$ cat src/rtl/seven_seg_pkg.sv
// Shared types and helpers for the seven-segment scan driver.
// Segment bit order on the abcdefgh bus: bit7 = a ... bit1 = g, bit0 = h (decimal point).
package seven_seg_pkg;

  localparam int SEG_A = 7;
  localparam int SEG_B = 6;
  localparam int SEG_C = 5;
  localparam int SEG_D = 4;
  localparam int SEG_E = 3;
  localparam int SEG_F = 2;
  localparam int SEG_G = 1;
  localparam int SEG_H = 0;

  typedef enum logic [0:0] {
    BLANK = 1'b0,
    SHOW  = 1'b1
  } scan_state_t;

  // Glyph for one hex nibble; the decimal point bit is always returned as 0.
  function automatic logic [7:0] hex_to_7seg(input logic [3:0] nibble);
    logic [7:0] seg;
    case (nibble)
      4'h0:    seg = 8'hFC;
      4'h1:    seg = 8'h60;
      4'h2:    seg = 8'hDA;
      4'h3:    seg = 8'hF2;
      4'h4:    seg = 8'h66;
      4'h5:    seg = 8'hB6;
      4'h6:    seg = 8'hBE;
      4'h7:    seg = 8'hE0;
      4'h8:    seg = 8'hFE;
      4'h9:    seg = 8'hF6;
      4'hA:    seg = 8'hEE;
      4'hB:    seg = 8'h3E;
      4'hC:    seg = 8'h9C;
      4'hD:    seg = 8'h7A;
      4'hE:    seg = 8'h9E;
      4'hF:    seg = 8'h8E;
      default: seg = 8'h00;
    endcase
    return seg;
  endfunction

endpackage

$ cat src/rtl/seven_segment_scan_driver_if.sv
// User-side load bus and board-side display pins of the scan driver.
// master = user logic / board model, slave = the driver itself.
interface seven_segment_scan_driver_if #(
  parameter int N_DIGITS = 8
);
  logic                    load;
  logic [4*N_DIGITS-1:0]   value;
  logic [N_DIGITS-1:0]     dots;
  logic [N_DIGITS-1:0]     digit_en;
  logic [7:0]              abcdefgh;
  logic [N_DIGITS-1:0]     digit;
  logic                    frame_done;

  modport master (
    output load, value, dots, digit_en,
    input  abcdefgh, digit, frame_done
  );

  modport slave (
    input  load, value, dots, digit_en,
    output abcdefgh, digit, frame_done
  );
endinterface

$ cat src/rtl/seven_seg_leading_zero_mask.sv
// Leading-zero mask: keeps digit 0 and every digit at or below the top nonzero nibble.
// Present only when SEVEN_SEG_LEADING_ZERO_BLANK_EN is defined.
`ifdef SEVEN_SEG_LEADING_ZERO_BLANK_EN
module seven_seg_leading_zero_mask #(
  parameter int N_DIGITS = 8
) (
  input  logic [4*N_DIGITS-1:0] nibbles_s,
  output logic [N_DIGITS-1:0]   keep_s
);

  // Sweep from the most significant digit down, latching once a nonzero nibble is seen.
  always_comb begin
    logic seen_s;
    seen_s = 1'b0;
    keep_s = {N_DIGITS{1'b0}};
    for (int i = N_DIGITS - 1; i >= 0; i--) begin
      seen_s    = seen_s | (nibbles_s[4*i +: 4] != 4'h0);
      keep_s[i] = seen_s | (i == 0);
    end
  end

endmodule
`endif

$ cat src/rtl/seven_segment_scan_driver.sv
// Time-multiplexed N-digit seven-segment driver with load/frame-boundary double buffering.
// Optional leading-zero blanking under SEVEN_SEG_LEADING_ZERO_BLANK_EN.
module seven_segment_scan_driver
  import seven_seg_pkg::*;
#(
  parameter int N_DIGITS         = 8,
  parameter int CYCLES_PER_DIGIT = 27000,
  parameter int BLANK_CYCLES     = 270
) (
  input  logic                        clock,
  input  logic                        reset,
  seven_segment_scan_driver_if.slave  bus
);

  localparam int MAX_DWELL = (CYCLES_PER_DIGIT > BLANK_CYCLES) ? CYCLES_PER_DIGIT : BLANK_CYCLES;
  localparam int CNT_W     = $clog2(MAX_DWELL + 1);
  localparam int IDX_W     = (N_DIGITS > 1) ? $clog2(N_DIGITS) : 1;

  localparam logic [CNT_W-1:0] SHOW_LAST  = CNT_W'(CYCLES_PER_DIGIT - 1);
  localparam logic [CNT_W-1:0] BLANK_LAST = CNT_W'(BLANK_CYCLES - 1);
  localparam logic [IDX_W-1:0] IDX_LAST   = IDX_W'(N_DIGITS - 1);

  scan_state_t             state_r, state_next_s;
  logic [CNT_W-1:0]        cnt_r, cnt_next_s;
  logic [IDX_W-1:0]        idx_r, idx_next_s;
  logic                    transfer_s;
  logic                    frame_done_r, frame_done_next_s;

  logic [4*N_DIGITS-1:0]   staging_value_r;
  logic [N_DIGITS-1:0]     staging_dots_r;
  logic [N_DIGITS-1:0]     staging_en_r;
  logic [N_DIGITS-1:0]     staging_keep_s;

  logic [4*N_DIGITS-1:0]   shadow_value_r, shadow_value_next_s;
  logic [N_DIGITS-1:0]     shadow_dots_r, shadow_dots_next_s;
  logic [N_DIGITS-1:0]     shadow_en_r, shadow_en_next_s;
  logic [N_DIGITS-1:0]     shadow_keep_r, shadow_keep_next_s;

  logic [7:0]              abcdefgh_r, abcdefgh_next_s;
  logic [N_DIGITS-1:0]     digit_r, digit_next_s;
  logic [N_DIGITS-1:0]     onehot_s;
  logic [3:0]              nibble_s;
  logic [7:0]              glyph_s;
  logic                    en_sel_s, keep_sel_s, dot_sel_s;

`ifdef SEVEN_SEG_LEADING_ZERO_BLANK_EN
  // Suppression is evaluated on the value about to become the shadow copy.
  seven_seg_leading_zero_mask #(
    .N_DIGITS (N_DIGITS)
  ) u_lz_mask (
    .nibbles_s (staging_value_r),
    .keep_s    (staging_keep_s)
  );
`else
  assign staging_keep_s = {N_DIGITS{1'b1}};
`endif

  // Scan sequencer: dwell counting, digit index advance and frame-boundary detection.
  always_comb begin
    state_next_s      = state_r;
    cnt_next_s        = cnt_r + CNT_W'(1);
    idx_next_s        = idx_r;
    transfer_s        = 1'b0;
    frame_done_next_s = 1'b0;
    case (state_r)
      BLANK: begin
        if (cnt_r == BLANK_LAST) begin
          state_next_s = SHOW;
          cnt_next_s   = {CNT_W{1'b0}};
          transfer_s   = (idx_r == {IDX_W{1'b0}});
        end else begin
          state_next_s = BLANK;
        end
      end
      SHOW: begin
        if (cnt_r == SHOW_LAST) begin
          state_next_s      = BLANK;
          cnt_next_s        = {CNT_W{1'b0}};
          idx_next_s        = (idx_r == IDX_LAST) ? {IDX_W{1'b0}} : idx_r + IDX_W'(1);
          frame_done_next_s = (idx_r == IDX_LAST);
        end else begin
          state_next_s = SHOW;
        end
      end
      default: begin
        state_next_s = BLANK;
        cnt_next_s   = {CNT_W{1'b0}};
        idx_next_s   = {IDX_W{1'b0}};
      end
    endcase
  end

  // Shadow contents as they will be after this edge, so a new frame lights without a lag cycle.
  always_comb begin
    if (transfer_s) begin
      shadow_value_next_s = staging_value_r;
      shadow_dots_next_s  = staging_dots_r;
      shadow_en_next_s    = staging_en_r;
      shadow_keep_next_s  = staging_keep_s;
    end else begin
      shadow_value_next_s = shadow_value_r;
      shadow_dots_next_s  = shadow_dots_r;
      shadow_en_next_s    = shadow_en_r;
      shadow_keep_next_s  = shadow_keep_r;
    end
  end

  // Next pin values: a suppressed digit with its dot set keeps select high and lights only h.
  always_comb begin
    for (int i = 0; i < N_DIGITS; i++) begin
      onehot_s[i] = (idx_next_s == IDX_W'(i));
    end
    nibble_s        = shadow_value_next_s[{idx_next_s, 2'b00} +: 4];
    glyph_s         = hex_to_7seg(nibble_s);
    en_sel_s        = shadow_en_next_s[idx_next_s];
    keep_sel_s      = shadow_keep_next_s[idx_next_s];
    dot_sel_s       = shadow_dots_next_s[idx_next_s];
    digit_next_s    = {N_DIGITS{1'b0}};
    abcdefgh_next_s = 8'h00;
    if (state_next_s == SHOW) begin
      if (en_sel_s && keep_sel_s) begin
        digit_next_s                  = onehot_s;
        abcdefgh_next_s[SEG_A:SEG_G]  = glyph_s[SEG_A:SEG_G];
        abcdefgh_next_s[SEG_H]        = dot_sel_s;
      end else if (en_sel_s && dot_sel_s) begin
        digit_next_s           = onehot_s;
        abcdefgh_next_s[SEG_H] = 1'b1;
      end else begin
        digit_next_s    = {N_DIGITS{1'b0}};
        abcdefgh_next_s = 8'h00;
      end
    end else begin
      digit_next_s    = {N_DIGITS{1'b0}};
      abcdefgh_next_s = 8'h00;
    end
  end

  // State, buffers and registered pins; reset also discards any pending staged load.
  always_ff @(posedge clock) begin
    if (reset) begin
      state_r         <= BLANK;
      cnt_r           <= {CNT_W{1'b0}};
      idx_r           <= {IDX_W{1'b0}};
      frame_done_r    <= 1'b0;
      staging_value_r <= {(4*N_DIGITS){1'b0}};
      staging_dots_r  <= {N_DIGITS{1'b0}};
      staging_en_r    <= {N_DIGITS{1'b0}};
      shadow_value_r  <= {(4*N_DIGITS){1'b0}};
      shadow_dots_r   <= {N_DIGITS{1'b0}};
      shadow_en_r     <= {N_DIGITS{1'b0}};
      shadow_keep_r   <= {N_DIGITS{1'b0}};
      abcdefgh_r      <= 8'h00;
      digit_r         <= {N_DIGITS{1'b0}};
    end else begin
      state_r         <= state_next_s;
      cnt_r           <= cnt_next_s;
      idx_r           <= idx_next_s;
      frame_done_r    <= frame_done_next_s;
      shadow_value_r  <= shadow_value_next_s;
      shadow_dots_r   <= shadow_dots_next_s;
      shadow_en_r     <= shadow_en_next_s;
      shadow_keep_r   <= shadow_keep_next_s;
      abcdefgh_r      <= abcdefgh_next_s;
      digit_r         <= digit_next_s;
      if (bus.load) begin
        staging_value_r <= bus.value;
        staging_dots_r  <= bus.dots;
        staging_en_r    <= bus.digit_en;
      end
    end
  end

  assign bus.abcdefgh   = abcdefgh_r;
  assign bus.digit      = digit_r;
  assign bus.frame_done = frame_done_r;

endmodule

$ cat src/flat_wrapper.sv
// flat-port wrapper written by rule: the top's interface ports become plain ports
module seven_segment_scan_driver_flat import seven_seg_pkg::*;
#(
  parameter int N_DIGITS         = 8,
  parameter int CYCLES_PER_DIGIT = 27000,
  parameter int BLANK_CYCLES     = 270
)
  (clock, reset, bus_load, bus_value, bus_dots, bus_digit_en, bus_abcdefgh, bus_digit, bus_frame_done);
  seven_segment_scan_driver_if #(.N_DIGITS(N_DIGITS)) bus_i ();
  input  logic clock;
  input  logic reset;
  input wire logic [$bits(bus_i.load)-1:0] bus_load;
  input wire logic [$bits(bus_i.value)-1:0] bus_value;
  input wire logic [$bits(bus_i.dots)-1:0] bus_dots;
  input wire logic [$bits(bus_i.digit_en)-1:0] bus_digit_en;
  output wire logic [$bits(bus_i.abcdefgh)-1:0] bus_abcdefgh;
  output wire logic [$bits(bus_i.digit)-1:0] bus_digit;
  output wire logic [$bits(bus_i.frame_done)-1:0] bus_frame_done;
  assign bus_i.load = bus_load;
  assign bus_i.value = bus_value;
  assign bus_i.dots = bus_dots;
  assign bus_i.digit_en = bus_digit_en;
  assign bus_abcdefgh = bus_i.abcdefgh;
  assign bus_digit = bus_i.digit;
  assign bus_frame_done = bus_i.frame_done;
  seven_segment_scan_driver #(.N_DIGITS(N_DIGITS), .CYCLES_PER_DIGIT(CYCLES_PER_DIGIT), .BLANK_CYCLES(BLANK_CYCLES)) u_core (.clock(clock), .reset(reset), .bus(bus_i));
endmodule
$ cat config.mk
export PLATFORM = sky130hd
export DESIGN_NAME = seven_segment_scan_driver_flat
export DESIGN_NICKNAME = d
export VERILOG_FILES = /design/src/rtl/seven_seg_pkg.sv /design/src/rtl/seven_segment_scan_driver_if.sv /design/src/rtl/seven_seg_leading_zero_mask.sv /design/src/rtl/seven_segment_scan_driver.sv /design/src/flat_wrapper.sv
export SDC_FILE = /design/constraint.sdc
export NUM_CORES = 1
export LEC_CHECK = 0
export ABC_AREA = 0
export CAP_MARGIN = 40
export CORE_AREA = 2 2 159 83
export DETAILED_ROUTE_END_ITERATION = 8
export DIE_AREA = 0 0 161 85
export PLACE_DENSITY_LB_ADDON = 0.25
export SYNTH_ARGS = -nofsm -noshare
export SYNTH_HDL_FRONTEND = slang
export SYNTH_SLANG_ARGS = --single-unit
$ cat constraint.sdc
create_clock -name clock -period 4.9 [get_ports clock]
set_input_delay 0.98 -clock clock [delete_from_list [all_inputs] [get_ports clock]]
set_output_delay 0.98 -clock clock [all_outputs]
set_load 0.01 [all_outputs]
# == Yosys cells after proc, flatten, opt, wreduce, memory -nomap -nowiden ==
# Memory sizes are Yosys's and may differ from the RTL's. A register that Yosys moved wholly into a read port is not among the register bits.
# Index checks and enable logic that the tools add are counted.
# classes
add_sub_neg,2
n_mux,25
n_eq_ne,10
magnitude_cmp,1
reduce_logical,7
n_bitwise,4
n_shift,1
# ops
cell,n
$mux W8,5
$mux W32,1
$shiftx A32 B6 Y4,1
$mux W15,2
$pmux W15 S2,1
$add A15 B1 Y15 const B,1
$eq A15 B15 Y1 const B,1
$eq A15 B9 Y1 const B,1
$eq A3 B3 Y1 const B,5
$bmux W1 S3,3
$mux W1,9
$mux W3,3
$eq A3 B2 Y1 const B,2
$logic_not A3 Y1,2
$reduce_or A3 Y1,2
$lt A3 B4 Y1 const B,1
$not A1 Y1,4
$add A3 B1 Y3 const B,1
$eq A3 B1 Y1 const B,1
$logic_and A1 B1 Y1,2
$pmux W1 S2,1
$reduce_or A2 Y1,1
# word_totals
regBits,133
n_memories,1
rom_bits,112
output_inout_bits,17
wordCells,64
# mem_list
memory,words,width,rd,rd_clocked_by_memory_dff,wr,line_no,rtl
(no name shown),16,7,1,1,0,seven_seg_pkg.sv:22,case (nibble)

# == Longest topological paths before layout ==
# depth
depth_word,9
mapped_depth,21
mapped_depth_nobuf,16

# == Worst setup path after synthesis ==
# OpenSTA, ideal clock, no wires.
# synth_path
path_type,register to register
start,reg u_core.cnt_r[0]
end,reg u_core.abcdefgh_r[4] (netlist: u_core.bus.abcdefgh[4])
synth_period_minus_slack_ns,3.623
path_stages_with_launch,19
setup_time_ns,0.071
path_slack_ns,1.277
arrival_ns,3.551
required_time_ns,4.829
n_path_buf,4
cell_sequence,dfxtp_1 > ha_1 > nor4bb_1 > and4_1 > buf_4 > mux2i_2 > buf_4 > buf_4 > clkbuf_1 > nand2_1 > nand3_1 > o21ai_1 > o21ai_1 > inv_1 > ha_1 > nand2_1 > mux2i_1 > or3_1 > a21oi_1
# synth_via
elab_chain_len,9
elab_cells_between_ends,21
classes_between,eq/ne: 2; shift: 1; mux: 14; bitwise: 2; reduce/logical: 2
# synth_lines
item,line_no,rtl
start: declaration,seven_segment_scan_driver.sv:24,"logic [CNT_W-1:0] cnt_r, cnt_next_s;"
start signal: assignment,seven_segment_scan_driver.sv:142,cnt_r <= {CNT_W{1'b0}};
start signal: assignment,seven_segment_scan_driver.sv:156,cnt_r <= cnt_next_s;
$eq A15 B9 Y1,seven_segment_scan_driver.sv:67,if (cnt_r == BLANK_LAST) begin
$mux W1,seven_segment_scan_driver.sv:67,
$mux W1,seven_segment_scan_driver.sv:65,case (state_r)
$mux W8,seven_segment_scan_driver.sv:95,if (transfer_s) begin
"$bmux W1 S3, on equally long branches","seven_segment_scan_driver.sv:115, seven_segment_scan_driver.sv:116",
"$mux W1, on equally long branches","seven_segment_scan_driver.sv:115, seven_segment_scan_driver.sv:116",
$logic_and A1 B1 Y1,seven_segment_scan_driver.sv:121,if (en_sel_s && keep_sel_s) begin
$not A1 Y1 (no line),n/a,
$reduce_or A3 Y1 (no line),n/a,
end: declaration,seven_segment_scan_driver.sv:39,"logic [7:0] abcdefgh_r, abcdefgh_next_s;"
# Parallel ways exist; a longest one is shown, timed or not. The select of a mux whose other input is x is not followed.
# A chain may end at the register's enable or synchronous reset.

# == Worst setup path after layout ==
# Ends and elaborated chain as after synthesis.

==> impl_metrics.csv <==
group,metric,value,unit
sta,post-route-period-util,0.8722,
sta,rsz0062_at_grt,"false",
logic_synthesis,ys.flop_type,"dfxtp_1",
logic_synthesis,avgSynthCellArea,9.447,um^2
sta,setup_tns,0,ns
cts,postCtsHoldBufs,0,
cts,cts.sinks,140,
sta,whs,0.4687,ns
placement,dpl.hpwl,9922,um
setup_path,crit_buf_inv,1,
sta,fmax,234.0,MHz
die,die_w,161,um
power_and_ir_drop,leakage,3.179,nW
placement,dpl_cell_area,6779,um^2
setup_path,crit_type,"flip-flop to flip-flop",
sta,maxSlewHeadroom,0.4330,
sta,setup_viol_count_final,0,
setup_path,worst_path_max_delay_cell,"nand3_4",
worst_hold_path,hold_path_class,"flip-flop to flip-flop",
power_and_ir_drop,p_per_area,339.9,nW/um^2
route,postRouteAntennaNets,0,
logic_synthesis,synth.area.top_cells,"dfxtp_1 (47%), mux2i_1 (16%), nor2_1 (8.7%), nand2_1 (2.9%), ha_1 (2.5%)",
outcome,status,"completed",
sta,timing_hold_violations_final,0,
die,coreArea,12340,um^2
setup_path,r2r_slack,0.63,ns
die,initial_core_util,0.4870,
setup_path,r2r_cells,15,
cts,clockBufferDepth,2,
route,wl_per_cell,16.11,um
power_and_ir_drop,p_total,2.492,mW
die,die_area,13690,um^2
finish,insertedDiodeCount,0,
setup_path,start_kind,"flip-flop",
sta,fin_ws,0.6260,ns
global_route,grt_max_degree,91,
route,first_pass_iters,5,
setup_path,crit_arrival,4.62,ns
cts,clk_pin_slew_worst_paths,0.06,ns
placement,pre_cts_slack,0.7217,ns
cts,ctsRootBufferMaster,"clkbuf_16",
cts,ctsResizeCount,0,
sta,finalClockSkew,0.006571,ns
job,cap_violations,0,
setup_path,cp-end-kind,"flip-flop",
sta,min_period,4.274,ns
die,die_h,85,um
cts,cts_tree,"yes",
setup_path,critPathLaunch,"u_core.cnt_r[0]",
global_route,antenna_found_initial,0,
placement,dp.cells,841,
die,rows,29,
finish,fin_util,0.5944,
logic_synthesis,synth-seq-cells,140,
setup_path,crit_end,"u_core.bus.abcdefgh[4]",
setup_path,crit_chain,"ha_1 > nor4b_2 > and4_1 > nand3_4 > mux2i_1 > nand2_1 > nand3_1 > nand3_1 > o21ai_1 > inv_1 > ha_1 > nand2_1 > mux2i_1 > or3_1 > a21oi_1",
cts,postCtsSetupBuffers,0,
sta,slew_violations,0,
route,drc,0,
logic_synthesis,synth-edff-count,0,
die,io_pins,68,
cts,htree_levels,4,
global_route,grt_util_all_layers,0.2152,
placement,io_buffers,67,
logic_synthesis,async_reset_ff_frac,0,
finish,drive_gt1_frac,0.08250,
route,vias,4694,
setup_path,cpLargestDelayFamily,"simple AND/OR/NAND/NOR gates",
setup_path,max_stage_delay,0.61,ns
finish,area_growth,22.05,%
global_route,grt_first_pass_wirelength,22860,um
setup_path,cp_max_fo,39,
setup_path,r2r_start,"u_core.cnt_r[0]",
power_and_ir_drop,ir_drop,191.7,uV
logic_synthesis,synth_area,6008,um^2
route,viasPerCell,5.377,
logic_synthesis,synth_top_cell_by_area,"dfxtp_1",
route,drtIter0Drc,439,
logic_synthesis,syn_nets,699,
cts,cts_made_buffers,17,
finish,stdcell_count,873,
cts,clkLatencyLatePin,0.42,ns
logic_synthesis,yosysSeqAreaShare,0.4665,
logic_synthesis,synth_top_area_share,0.4665,
global_route,grt_pass1_vias,4381,
logic_synthesis,netlist_instances,636,
setup_path,cp.depth,15,
finish,nets,753,
route,wl,14060,um
sta,worst_slew_pin_slew,0.8459,ns
logic_synthesis,ys_warn_count,0,
setup_path,r2r_end,"u_core.bus.abcdefgh[4]",
global_route,grt.overflow.total,0,
placement,gp_congestion,0.8237,
finish,design_area,7333,um^2
setup_path,cp.required,5.25,ns
logic_synthesis,synth_cell_types,53,
[how the worst min path moves through the flow]
stage,start,endpoint,slack [ns],cells past startpoint
after global placement,u_core.shadow_value_r[28],u_core.shadow_value_r[28],0.45,2
after global routing,u_core.shadow_value_r[8],u_core.shadow_value_r[8],0.51,2
final,u_core.shadow_value_r[12],u_core.shadow_value_r[12],0.47,2
after detailed placement,u_core.shadow_value_r[28],u_core.shadow_value_r[28],0.46,2
after floorplan,u_core.shadow_keep_r[0],u_core.shadow_keep_r[0],0.44,2
after CTS,u_core.shadow_value_r[12],u_core.shadow_value_r[12],0.47,2
[layout make-up]
cell class	count	area, um^2
multi-input combinational	447	2974
clock buffer	17	425.4
inverter	9	33.78
sequential	140	2803
clock inverter	15	128.9
fill	1067	5004
tap	170	212.7
timing repair buffer	75	755.7
[registers in the layout, indices dropped and copies added, names as in the netlist, 3 cells and up]
register                cells
u_core.cnt_r               15
u_core.bus.digit            8
u_core.bus.abcdefgh         8
u_core.shadow_dots_r        8
u_core.staging_dots_r       8
u_core.shadow_en_r          8
u_core.staging_value_r     32
u_core.idx_r                3
u_core.shadow_value_r      32
u_core.shadow_keep_r        8
u_core.staging_en_r         8
[per-layer routing]
metal / GRT usage / share of wire / vias up
li1: - / - / 2308
met1: 0.3231 / 0.52 / 2211
met2: 0.2981 / 0.40 / 162
met3: 0.06207 / 0.071 / 13
met4: 0.06006 / 0.0064 / 0
met5: 0 / 0 / -
[cells by family (layout without fill, tap and decap cells)]
family / count (synthesis) / in the layout / synth area share
xor gates and xnor gates: 15 / 15 / 0.02187
DFF: 140 / 140 / 0.4665
muxes: 105 / 105 / 0.1810
buffers and inverters: 49 / 116 / 0.03998
AOI/OAI and AO/OA: 59 / 59 / 0.07185
and+or+nand+nor: 256 / 256 / 0.1939
adders and majority gates: 12 / 12 / 0.02499
[cell usage in the layout (no fill, tap or decap), types with 3 or more instances in the layout]
master,synthesis,routed
buf_4,3,7
and4_1,4,4
nor3_1,7,7
inv_1,9,9
clkinv_4,0,6
dfxtp_1,140,140
a21oi_1,16,16
xnor2_1,3,3
nand4_1,22,22
nand2_1,46,46
o21ai_1,3,3
nand3_1,17,17
clkbuf_16,0,17
inv_6,0,6
o21ai_0,8,8
clkdlybuf4s50_1,0,65
ha_1,12,12
xor2_1,12,12
nor2_1,139,139
o21a_1,3,3
a211oi_1,12,12
mux2i_1,97,97
or3_1,3,3
and2_1,5,5
[where the power goes]
part           internal, mW  switching [mW]  leakage (nW)  total (mW)
sequential             1.16          0.0201          1.14        1.18
clock                 0.663           0.531         0.271        1.19
combinational        0.0662          0.0483          1.77       0.114
total                  1.89           0.600          3.18        2.49
[worst register-to-register path: stages (launching register included)]
cell     delay, ns
dfxtp_1       0.41
ha_1          0.18
nor4b_2       0.22
and4_1        0.50
nand3_4       0.61
mux2i_1       0.52
nand2_1       0.09
nand3_1       0.17
nand3_1       0.09
o21ai_1       0.33
inv_1         0.17
ha_1          0.28
nand2_1       0.08
mux2i_1       0.08
or3_1         0.37
a21oi_1       0.12
[cells in the mapped netlist (2+ instances only)]
cell type	number
or3_1	3
buf_1	5
nand3_1	17
buf_2	2
nor3_1	7
a211oi_2	2
xor2_1	12
clkbuf_1	24
and4_1	4
a21oi_1	16
a211o_1	2
nor2_1	139
dfxtp_1	140
a221oi_4	2
a22o_1	2
buf_4	3
inv_1	9
mux2i_2	3
o21a_1	3
nand4_1	22
and2_1	5
a211oi_1	12
o21ai_1	3
xnor2_1	3
buf_6	4
ha_1	12
mux2i_1	97
mux2_4	2
and3_1	2
o21ai_0	8
nand2_1	46
mux2_2	2
a22oi_1	2
nor4bb_1	2
No activity file was read; power rests on OpenSTA's default activity.
